File: config.mk
export PLATFORM = sky130hd
export DESIGN_NAME = mem_stage
export DESIGN_NICKNAME = d
export VERILOG_FILES = /design/src/rtl/mem_stage.sv
export SDC_FILE = /design/constraint.sdc
export NUM_CORES = 1
export LEC_CHECK = 0
export BUFFER_PORTS_ARGS = -buffer_cell sky130_fd_sc_hd__buf_2
export CAP_MARGIN = 10
export CORE_MARGIN = 2
export CORE_UTILIZATION = 51
export DETAILED_ROUTE_END_ITERATION = 8
export GPL_TIMING_DRIVEN = 1
export PLACE_DENSITY = 0.85
export SLEW_MARGIN = 20
export SYNTH_ARGS = -nofsm -noshare
export SYNTH_HDL_FRONTEND = slang
export SYNTH_SLANG_ARGS = --single-unit
File: constraint.sdc
create_clock -name clk -period 4.6 [get_ports clk]
set_input_delay 0.23 -clock clk [delete_from_list [all_inputs] [get_ports clk]]
set_output_delay 0.23 -clock clk [all_outputs]
set_load 0.01 [all_outputs]
File: src/rtl/mem_stage.sv
// mem_stage: data-memory access stage of the 5-stage RV32I pipeline (EX/MEM -> WB).
// It turns an EX/MEM load/store packet into a registered request on the data-cache
// port. It holds the pipeline with stall_req until the cache answers, and then
// hands the raw load word plus its byte lanes to WB.
//
// Ports
//   clk, rst                : core clock, asynchronous active-low reset
//   in_valid, in_mem_read,
//   in_mem_write, in_funct3,
//   in_addr, in_rs2         : EX/MEM packet (address = alu_out, store source data)
//   load_buffers            : global pipeline advance from the hazard unit
//   dmem_address/read/write/
//   wmask/wdata             : registered cache request (word-aligned address)
//   dmem_rdata, dmem_resp   : cache response (one-cycle resp pulse)
//   mdrreg_out, rmask       : captured raw load word and its byte lanes, for WB
//   stall_req               : freeze request to the hazard unit
//   misaligned              : current access rejected as misaligned
//   mem_timeout             : sticky watchdog flag
//
// Parameter RESP_TIMEOUT: BUSY-cycle budget before the watchdog fires (0 = off).
// Optional build macro MEM_MISALIGN_CHECK_EN: when it is defined, misaligned
// halfword and word accesses are rejected without a request. Otherwise misaligned
// is tied to 0 and such accesses are issued with the shifted masks.
//
// state  | meaning
// S_IDLE | waiting for a memory op; a legal op stalls the pipe until it is issued
// S_BUSY | request on the cache port, waiting for dmem_resp or the watchdog
// S_DONE | access finished, results held until the pipeline advances
module mem_stage #(
  parameter int unsigned RESP_TIMEOUT = 0
) (
  input  logic        clk,
  input  logic        rst,
  input  logic        in_valid,
  input  logic        in_mem_read,
  input  logic        in_mem_write,
  input  logic [2:0]  in_funct3,
  input  logic [31:0] in_addr,
  input  logic [31:0] in_rs2,
  input  logic        load_buffers,
  output logic [31:0] dmem_address,
  output logic        dmem_read,
  output logic        dmem_write,
  output logic [3:0]  dmem_wmask,
  output logic [31:0] dmem_wdata,
  input  logic [31:0] dmem_rdata,
  input  logic        dmem_resp,
  output logic [31:0] mdrreg_out,
  output logic [3:0]  rmask,
  output logic        stall_req,
  output logic        misaligned,
  output logic        mem_timeout
);

  typedef enum logic [1:0] {
    S_IDLE = 2'd0,
    S_BUSY = 2'd1,
    S_DONE = 2'd2
  } state_t;

  state_t state, state_next;

  logic        op;
  logic [1:0]  off;
  logic [3:0]  acc_mask;
  logic        width_ok;
  logic [31:0] wdata_shift;
  logic        misalign_hit;

  logic        req_load_q;
  logic [3:0]  req_mask_q;
  logic [31:0] wait_cnt;
  logic [31:0] wait_cnt_inc;
  logic        timeout_hit;

  logic        issue;
  logic        resp_done;
  logic        fault_done;
  logic        misalign_take;

  // A packet with both read and write set is handled as a store.
  assign op  = in_valid && (in_mem_read || in_mem_write);
  assign off = in_addr[1:0];

  assign wdata_shift = in_rs2 << {off, 3'b000};

  always_comb begin
    acc_mask = 4'b0000;
    width_ok = 1'b0;
    case (in_funct3)
      3'b000, 3'b100: begin
        acc_mask = 4'b0001 << off;
        width_ok = 1'b1;
      end
      3'b001, 3'b101: begin
        acc_mask = 4'b0011 << {off[1], 1'b0};
        width_ok = 1'b1;
      end
      3'b010: begin
        acc_mask = 4'b1111;
        width_ok = 1'b1;
      end
      default: begin
        acc_mask = 4'b0000;
        width_ok = 1'b0;
      end
    endcase
  end

`ifdef MEM_MISALIGN_CHECK_EN
  assign misalign_hit = ((in_funct3[1:0] == 2'b01) && off[0]) ||
                        ((in_funct3 == 3'b010) && (off != 2'b00));
`else
  assign misalign_hit = 1'b0;
`endif

  // The counter holds the number of BUSY cycles already spent. It fires in the
  // cycle in which it would reach RESP_TIMEOUT. A response in that same cycle
  // still wins.
  assign wait_cnt_inc = wait_cnt + 32'd1;
  assign timeout_hit  = (RESP_TIMEOUT != 0) && (wait_cnt_inc == RESP_TIMEOUT);

  always_ff @(posedge clk or negedge rst) begin
    if (!rst) begin
      state <= S_IDLE;
    end else begin
      state <= state_next;
    end
  end

  always_comb begin
    state_next    = state;
    stall_req     = 1'b0;
    issue         = 1'b0;
    resp_done     = 1'b0;
    fault_done    = 1'b0;
    misalign_take = 1'b0;
    case (state)
      S_IDLE: begin
        // An unsupported funct3 produces no request. It must not stall either,
        // or the pipe would freeze forever.
        stall_req = op && width_ok;
        if (op && width_ok && !load_buffers) begin
          if (misalign_hit) begin
            misalign_take = 1'b1;
            state_next    = S_DONE;
          end else begin
            issue      = 1'b1;
            state_next = S_BUSY;
          end
        end
      end
      S_BUSY: begin
        stall_req = 1'b1;
        if (dmem_resp) begin
          resp_done  = 1'b1;
          state_next = S_DONE;
        end else if (timeout_hit) begin
          fault_done = 1'b1;
          state_next = S_DONE;
        end
      end
      S_DONE: begin
        if (load_buffers) begin
          state_next = S_IDLE;
        end
      end
      default: begin
        state_next = S_IDLE;
      end
    endcase
  end

  always_ff @(posedge clk or negedge rst) begin
    if (!rst) begin
      dmem_address <= '0;
      dmem_read    <= 1'b0;
      dmem_write   <= 1'b0;
      dmem_wmask   <= '0;
      dmem_wdata   <= '0;
      mdrreg_out   <= '0;
      rmask        <= '0;
      mem_timeout  <= 1'b0;
      req_load_q   <= 1'b0;
      req_mask_q   <= '0;
      wait_cnt     <= '0;
    end else begin
      if (issue) begin
        dmem_address <= {in_addr[31:2], 2'b00};
        dmem_read    <= !in_mem_write;
        dmem_write   <= in_mem_write;
        dmem_wmask   <= in_mem_write ? acc_mask : 4'b0000;
        dmem_wdata   <= wdata_shift;
        req_load_q   <= !in_mem_write;
        req_mask_q   <= acc_mask;
        wait_cnt     <= '0;
      end

      if (state == S_BUSY) begin
        wait_cnt <= wait_cnt_inc;
      end

      if (resp_done || fault_done) begin
        dmem_read  <= 1'b0;
        dmem_write <= 1'b0;
      end

      // The load lanes are published only together with the captured data.
      // A completed store clears rmask and leaves the previous load word in place.
      if (resp_done) begin
        if (req_load_q) begin
          mdrreg_out <= dmem_rdata;
          rmask      <= req_mask_q;
        end else begin
          rmask <= 4'b0000;
        end
      end

      if (fault_done) begin
        mdrreg_out  <= '0;
        rmask       <= 4'b0000;
        mem_timeout <= 1'b1;
      end

      if (misalign_take) begin
        mdrreg_out <= '0;
        rmask      <= 4'b0000;
      end
    end
  end

`ifdef MEM_MISALIGN_CHECK_EN
  logic misaligned_q;

  always_ff @(posedge clk or negedge rst) begin
    if (!rst) begin
      misaligned_q <= 1'b0;
    end else if (misalign_take) begin
      misaligned_q <= 1'b1;
    end else if ((state == S_DONE) && load_buffers) begin
      misaligned_q <= 1'b0;
    end
  end

  assign misaligned = misaligned_q;
`else
  assign misaligned = 1'b0;
`endif

endmodule

# ---- Word-level counts from Yosys, hierarchy flattened
# Cells that the tools add are included.
dict set report classes {
  n_eq_ne 9
  shift 3
  n_mux 17
  n_reduce_logical 14
}
# operator n
set ops {}
lappend ops {{$shl A32 B5 Y32} 1}
lappend ops {{$pmux W4 S3} 1}
lappend ops {{$mux W1} 9}
lappend ops {{$mux W4} 2}
lappend ops {{$eq A3 B3 Y1 const B} 2}
lappend ops {{$mux W2} 3}
lappend ops {{$ne A2 B2 Y1 const B} 3}
lappend ops {{$pmux W2 S3} 1}
lappend ops {{$reduce_or A5 Y1} 1}
lappend ops {{$reduce_or A2 Y1} 2}
lappend ops {{$shl A1 B2 Y4 const A} 1}
lappend ops {{$shl A2 B2 Y4 const A} 1}
lappend ops {{$eq A3 B1 Y1 const B} 1}
lappend ops {{$eq A3 B2 Y1 const B} 1}
lappend ops {{$logic_and A1 B1 Y1} 3}
lappend ops {{$logic_not A3 Y1} 1}
lappend ops {{$reduce_and A3 Y1} 1}
lappend ops {{$eq A2 B1 Y1 const B} 1}
lappend ops {{$eq A2 B2 Y1 const B} 1}
lappend ops {{$logic_not A1 Y1} 2}
lappend ops {{$logic_not A2 Y1} 1}
lappend ops {{$pmux W1 S2} 1}
lappend ops {{$reduce_and A2 Y1} 1}
lappend ops {{$reduce_bool A2 Y1} 1}
lappend ops {{$logic_or A1 B1 Y1} 1}
dict set report totals {
  register_bits 111
  inputBits 106
  output_inout_bits 109
}

# ---- Depth between registers and ports, before layout
# Gate-level depths: netlist of the first run.
dict set report logic_depth {
  depth_word 9
  depth_mapped 6
  depth_no_buf 3
}

# ---- Least setup slack after synthesis of the first run
# Ideal clock, no wire load.
dict set report synth_path {
  path_kind {flip-flop to flip-flop}
  from {register state[0]}
  to {register dmem_address[10]}
  arrival_ns 1.716
  t_required_ns 4.475
  path_slack_ns 2.759
  path_stages_with_launch 7
  path_buffers 3
  cell_sequence {dfrtp_1 > or2_0 > clkbuf_1 > or4_4 > buf_6 > buf_6 > mux2_4}
}
dict set report synth_via {
  elab_chain_len 2
}
# element line_no
set synth_rtl {}
lappend synth_rtl {{from (decl)} 61} ;# state_t state, state_next;
lappend synth_rtl {{from (signal assigned)} 127} ;# state <= state_next;
lappend synth_rtl {{$logic_not A2 Y1} 138} ;# case (state)
lappend synth_rtl {{$mux W1} 138}
lappend synth_rtl {{to (signal assigned)} 189} ;# dmem_address <= {in_addr[31:2], 2'b00};
lappend synth_rtl {{to (decl)} 41} ;# output logic [31:0] dmem_address,
# Every way passes these cells.
# A chain may end at the register's enable or synchronous reset.

# ---- Worst setup path after layout of the first run
dict set report layout_path {
  from {register state[0]}
  to {register dmem_wdata[18]}
}
dict set report layout_via {
  elab_chain_len 2
}
# element line_no
set layout_rtl {}
lappend layout_rtl {{$logic_not A2 Y1} 138}
lappend layout_rtl {{$mux W1} 138}
lappend layout_rtl {{to (signal assigned)} 193} ;# dmem_wdata <= wdata_shift;
lappend layout_rtl {{to (decl)} 45} ;# output logic [31:0] dmem_wdata,
# Every way passes these cells.

==> summary.txt, run 1 <==
Critical path
  • R2R depth: 4
  • Reg2reg start: state[0]$_DFFE_PN0P_
  • CP Data Required Time: 4.83 ns
  • WP data arrival: 2.70 ns
  • Crit path max fanout: 63
  • Startpoint types: flop
  • Capturing element type of the critical path: flop
  • Class of the most critical setup path: reg2reg
  • FF-to-FF End: dmem_wdata[18]$_DFFE_PN0P_
  • R2R Setup Slk: 2.13 ns

Synthesis
  • Largest family of logic cells by synthesized area: multiplexers
  • Post-Syn Instances: 349
  • Simple-Gate Fraction of Synth Area: 3.46%
  • Synth Area in Compound Gates: 4.04%
  • Synth Register Bits: 111
  • Synthesized area: 0.00496 mm^2
  • Top FF cell, synth: dfrtp_1
  • Area contributors post-synth: dfrtp_1 56%, mux2_4 12%, mux2_2 10%
  • Warnings from Yosys: 0
  • Post-synthesis mux area share: 32.1%
  • Syn_area_per_cell: 14.2 um^2
  • Unique masters post-synth: 26
  • Post-synthesis sequential area ratio: 56.0%
  • Post-synth top area share: 56.0%
  • Post-synthesis adder-cell area fraction: 0%
  • XOR/XNOR Fraction of Synth Area: 0%
  • Fraction of registers with async set/reset: 100%
  • Most frequent cell after synthesis: dfrtp_1
  • Synth cell count leaders: 111 x dfrtp_1, 47 x mux2i_1, 46 x mux2_2
  • Area leader, netlist: dfrtp_1
  • Post-synth EDFFs: 0

Route
  • Drc violations: 0
  • WL/cell: 17.0 um
  • Drt via density: 5.07
  • Initial DRC Count: 90
  • Post-route ant nets: 0
  • Vias: 3,471
  • TritonRoute pass-1 iters: 4
  • Total routed wirelength: 11,600 um

Power and ir drop
  • Sw Pwr: 0.00106 W
  • Power share of the clock group: 17.6%
  • Leakage power: 3.43 nW
  • Sw Ratio: 32.9%
  • Peak VDD IR: 200 uV
  • Seq pwr share: 47.1%
  • P_int: 0.00215 W
  • Pwr Density: 515 mW/mm^2
  • Combinational power share: 35.4%
  • Design Power: 0.00321 W

Final layout
  • Layout Cells excl Fill: 685
  • # diodes: 0
  • Share of cells above drive strength 1: 57.0%
  • Layout Nets: 657
  • Syn-to-layout area delta: 25.6%

Placed design
  • DP Wirelength: 8590 um
  • # port buffers: 210
  • Placed cells: 669
  • Final RePlAce weighted congestion: 0.867
  • Pre-CTS setup slack: 2.11 ns

Worst hold path
  • Worst hold path class: in2async

Floorplanning
  • Die Span Y: 103 um
  • Core Region: 0.00933 mm^2
  • Core Rows: 35
  • Ports: 215
  • Die ar.: 0.0105 mm^2
  • Chip width: 103 um
  • Starting Density: 53.1%

Clocking
  • CTS root buf: clkbuf_8
  • H-tree levels: 3
  • # Post-CTS Setup Buffers: 0
  • CTS buffer count: 9
  • # hold bufs at CTS: 0
  • CTS resizes: 0
  • Clock Sinks: 111
  • Clk_lat worst skew: 0.36 ns
  • Reg clk slew, reported paths: 0.12 ns
  • CTS tree: done
  • Deepest clock path buffer count: 2

Global route
  • Largest net degree at the start of global routing: 74
  • GRT Residual Overflow: 0
  • Vias in the first global route: 3,439
  • Antenna violations before repair: 0
  • GRT Total Usage: 21.1%
  • First-pass GRT wire length: 17,200 um

Status
  • Status: finished with violations
  • Failing checks: negative hold slack

Timing
  • Tmin final: 2.47 ns
  • Fin. max-slew vios: 0
  • Final setup margin: 2.13 ns
  • Finish-stage setup viols: 0
  • Max Fclk: 0.404 GHz
  • Worst-Margin Slew: 1.10 ns
  • TNS Setup: 0 ns
  • Final Hold Vio Count: 17
  • Final Skew: 0.0159 ns
  • RSZ-0062 raised after global routing: no
  • Final Hold Slack: -0.0204 ns
  • Relative slew slack: 26.5%
  • Tcrit/Tclk final: 53.8%

Flow run
  • Maxcap violations: 0
[through the flow]
step	utilization, %	area [um^2]	hold WS (ns)
finish	66.8	6230	-0.0204
detailed placement	64.7	6040	0.415
global placement	64.7	6040	0.400
floorplan	-	4970	-0.0656
global route	66.8	6230	0.0381
CTS	66.8	6230	0.00468
[placed cells by master (no fill, tap or decap), types with 2 or more instances in the layout]
cell,n
a21oi_1,4
buf_2,209
buf_4,3
clkbuf_8,10
conb_1,4
dfrtp_1,111
inv_1,15
inv_6,2
mux2_2,46
mux2_4,40
mux2i_1,47
nand2_1,16
nand2b_1,2
nor2_1,11
nor2b_1,2
o21ai_0,6
o2bb2ai_1,8
o31ai_1,5
o41ai_1,4
or2_2,2
[cell families (layout without fill, tap and decap cells)]
logic type / Yosys count / in the layout
mux: 133 / 133
flops: 111 / 111
buf+inv: 39 / 243
simple gates: 37 / 37
compound gates: 28 / 28
other cells: 1 / 4
[worst max-delay path, stage by stage (launching register included)]
cell	delay (ns)
dfrtp_1	0.39
or2_0	0.29
or4_4	0.91
buf_4	0.38
mux2_2	0.36
[per-layer routing]
metal	routed length [um]	GRT usage, %	share of wire (%)	vias up
met5	0	0	0	-
met4	145	6.87	1.2	0
met3	653	4.41	5.6	12
met2	5960	36.3	51	124
met1	4870	26.9	42	1715
li1	-	-	-	1620
[worst max path at each step]
stage	startpoint	depth (start not counted)	slack, ns	endpoint
final	state[0]$_DFFE_PN0P_	4	2.13	dmem_wdata[18]$_DFFE_PN0P_
after global placement	in_funct3[2]	5	2.19	dmem_wdata[23]$_DFFE_PN0P_
after floorplan	state[0]$_DFFE_PN0P_	6	2.76	dmem_address[10]$_DFFE_PN0P_
after global routing	state[0]$_DFFE_PN0P_	4	2.01	dmem_wdata[18]$_DFFE_PN0P_
after CTS	state[0]$_DFFE_PN0P_	4	2.11	dmem_wdata[18]$_DFFE_PN0P_
after detailed placement	in_mem_write	5	2.11	dmem_wdata[18]$_DFFE_PN0P_
[final cells by class]
type | instances | area [um^2]
fillers | 727 | 3100
clock inverters | 6 | 50.0
clock buffers | 10 | 138
multi-input cells | 202 | 1980
well taps | 129 | 161
inverters | 15 | 56.3
repair buffers | 212 | 1070
flip-flops and latches | 111 | 2780
[flip-flops by register name, indices dropped and copies added (netlist names), 2 cells and up]
signal	count
req_mask_q	4
mdrreg_out	32
rmask	4
dmem_address	30
dmem_wmask	4
state	2
dmem_wdata	32
[power groups by stage]
stage                     clock network, W  logic, W  registers (W)
final                             0.000563   0.00113        0.00151
after CTS                         0.000574   0.00115        0.00151
after detailed placement                 0   0.00115        0.00153
after global placement                   0   0.00112        0.00150
after global routing              0.000617   0.00123        0.00155
after floorplan                          0  0.000466        0.00168
(Power assumes the default switching activity.)
==> run 2, diff against run 1 <==
Settings changed: CORE_UTILIZATION 51 to 43, PLACE_DENSITY 0.85 to 0.76.
Clock period 4.6 ns to 2.2 ns, I/O delays scaled along.
==> summary.txt, run 2 (synthesis gave the netlist of run 1 again) <==
Placed design
  • Final RePlAce weighted congestion: 0.834 (-3.7%)
  • DP Wirelength: 8660 um (+0.82%)
  • # port buffers: 210 (unchanged)

Route
  • Drc violations: 0 (unchanged)
  • WL/cell: 16.6 um (-2.5%)
  • TritonRoute pass-1 iters: 4 (unchanged)
  • Post-route ant nets: 0 (unchanged)
  • Drt via density: 4.84 (-4.4%)
  • Vias: 3,705 (+6.7%)
  • Initial DRC Count: 214 (+140%)
  • Total routed wirelength: 12,700 um (+8.9%)

Clocking
  • H-tree levels: 3 (unchanged)
  • CTS root buf: clkbuf_16
  • # hold bufs at CTS: 61 (+61)
  • Clk_lat worst skew: 0.35 ns (about the same)
  • Deepest clock path buffer count: 2 (unchanged)
  • # Post-CTS Setup Buffers: 0 (unchanged)
  • CTS resizes: 0 (unchanged)
  • Clock Sinks: 111 (unchanged)
  • CTS buffer count: 9 (unchanged)
  • Reg clk slew, reported paths: 0.07 ns (-0.05 ns)
  • CTS tree: done

Critical path
  • FF-to-FF End: dmem_address[22]$_DFFE_PN0P_
  • WP data arrival: 2.24 ns (-0.46 ns)
  • Class of the most critical setup path: reg2reg
  • Crit path max fanout: 30 (-52%)
  • Capturing element type of the critical path: flop
  • Slowest-stage cell, CP: or4_4
  • Startpoint types: flop
  • Crit-path cells: nand2b_1 -> or4_4 -> buf_4 -> mux2_4
  • R2R depth: 4 (unchanged)
  • Worst Path Buf+Inv: 1 (unchanged)
  • CP Data Required Time: 2.43 ns (-2.40 ns)
  • CP top delay family: simple AND/OR/NAND/NOR gates
  • Levels on crit path: 4 (unchanged)
  • R2R Setup Slk: 0.19 ns (-1.94 ns)
  • Crit path largest cell delay: 0.57 ns (-0.34 ns)
  • Reg2reg start: state[1]$_DFFE_PN0P_

Worst hold path
  • Hold path start: in_addr[2]
  • Hold Path End: dmem_address[2]$_DFFE_PN0P_
  • Worst hold path class: in2reg
  • Hold-critical path depth: 2

Floorplanning
  • Die ar.: 0.0124 mm^2 (+18%)
  • Core Rows: 39 (+11%)
  • Ports: 215 (unchanged)
  • Core Region: 0.0113 mm^2 (+21%)
  • Starting Density: 43.8% (-9.4 points)
  • Die Span Y: 111 um (+8.6%)
  • Chip width: 111 um (+8.6%)

Power and ir drop
  • Pwr Density: 1030 mW/mm^2 (+99%)
  • Leakage power: 3.76 nW (+9.8%)
  • Peak VDD IR: 679 uV (+240%)
  • Design Power: 0.00721 W (+120%)

Timing
  • RSZ-0062 raised after global routing: no
  • Final Hold Vio Count: 0 (-17)
  • Relative slew slack: 45.3% (+19 points)
  • Tmin final: 2.01 ns (-0.464 ns)
  • Worst-Margin Slew: 0.820 ns (-0.283 ns)
  • Tcrit/Tclk final: 91.3% (+38 points)
  • Finish-stage setup viols: 0 (unchanged)
  • Fin. max-slew vios: 0 (unchanged)
  • TNS Setup: 0 ns (unchanged)
  • Final Skew: 0.00657 ns (-0.00929 ns)
  • Max Fclk: 0.498 GHz (+23%)

Status
  • Status: complete, no violations

Final layout
  • Multi-input logic area: 0.00198 mm^2 (unchanged)
  • Sequential Area: 0.00278 mm^2 (unchanged)
  • Syn-to-layout area delta: 41.6%
  • Share of cells above drive strength 1: 51.4% (-5.6 points)
  • Fillers: 881 (+21%)
  • Layout Nets: 723 (+10%)
  • # diodes: 0 (unchanged)
  • Commonest cells after routing, fill and taps aside: 209 x buf_2, 111 x dfrtp_1, 61 x dlygate4sd3_1
  • Largest regs: dmem_wdata x32, mdrreg_out x32, dmem_address x30
  • Commonest non-fill, non-tap cell in the layout: buf_2

Global route
  • GRT Total Usage: 21.1% (-0.069 points)
  • Vias in the first global route: 4,076 (+19%)
  • Antenna violations before repair: 0 (unchanged)
  • Largest net degree at the start of global routing: 45 (-39%)
  • First-pass GRT wire length: 20,800 um (+21%)
  • GRT Residual Overflow: 0 (unchanged)

Flow run
  • Maxcap violations: 0 (unchanged)
==> run 2: cell count changes in the layout (fill, tap and decap cells not counted), moves of 2 or more <==
cell / delta
clkbuf_16: +9
dlygate4sd3_1: +61
buf_4: +3
inv_6: -2
buf_12: +2
clkbuf_8: -7
clkbuf_1: +2
==> run 2: worst register-to-register path, stage by stage, from the launching register on <==
cell      delay, ns
dfrtp_1        0.39
nand2b_1       0.24
or4_4          0.57
buf_4          0.31
mux2_4         0.38
==> run 2: stage by stage <==
step / hold WS [ns] / setup slack (ns) / std cells / utilization (%) / instance area [um^2]
after floorplan: -0.186 / 0.359 / 352 / - / 4970
after global placement: 0.0734 / 0.294 / 688 / 54.1 / 6120
after detailed placement: 0.0929 / 0.229 / 688 / 54.1 / 6120
after CTS: 0.00130 / 0.212 / 765 / 62.0 / 7020
after global routing: 0.00429 / 0.126 / 765 / 62.0 / 7020
final: 0.0120 / 0.191 / 765 / 62.0 / 7020
==> run 2: per-layer routing <==
| layer | part of all wire (%) | vias to the layer above | global-route usage (%) | routed length, um |
|---|---|---|---|---|
| li1 | - | 1746 | - | - |
| met1 | 42 | 1805 | 25.3 | 5260 |
| met2 | 50 | 133 | 36.5 | 6280 |
| met3 | 6.8 | 21 | 5.39 | 855 |
| met4 | 2.2 | 0 | 8.07 | 274 |
| met5 | 0 | - | 0 | 0 |
==> run 2: final cells by class <==
class / count / area share (%)
Tap cell: 143 / 2.55
Multi-Input combinational cell: 202 / 28.2
Clock buffer: 14 / 3.90
Timing Repair Buffer: 278 / 24.8
Clock inverter: 2 / 0.196
Inverter: 15 / 0.802
Sequential cell: 111 / 39.6
==> run 2: how the worst max path moves through the flow <==
stage | from | to | slack (ns)
3_5_place_dp | state[1]$_DFFE_PN0P_ | dmem_address[22]$_DFFE_PN0P_ | 0.23
6_report | state[1]$_DFFE_PN0P_ | dmem_address[22]$_DFFE_PN0P_ | 0.19
4_1_cts | state[1]$_DFFE_PN0P_ | dmem_address[22]$_DFFE_PN0P_ | 0.21
3_3_place_gp | state[1]$_DFFE_PN0P_ | dmem_address[12]$_DFFE_PN0P_ | 0.29
5_1_grt | state[1]$_DFFE_PN0P_ | dmem_address[12]$_DFFE_PN0P_ | 0.13
2_1_floorplan | state[0]$_DFFE_PN0P_ | dmem_address[10]$_DFFE_PN0P_ | 0.36
==> run 2: where the power goes <==
part / internal, W / switching [W] / leakage, nW / total (W)
registers: 0.00278 / 0.000390 / 1.37 / 0.00317
clock network: 0.000863 / 0.000705 / 0.143 / 0.00157
logic: 0.00134 / 0.00113 / 2.26 / 0.00247
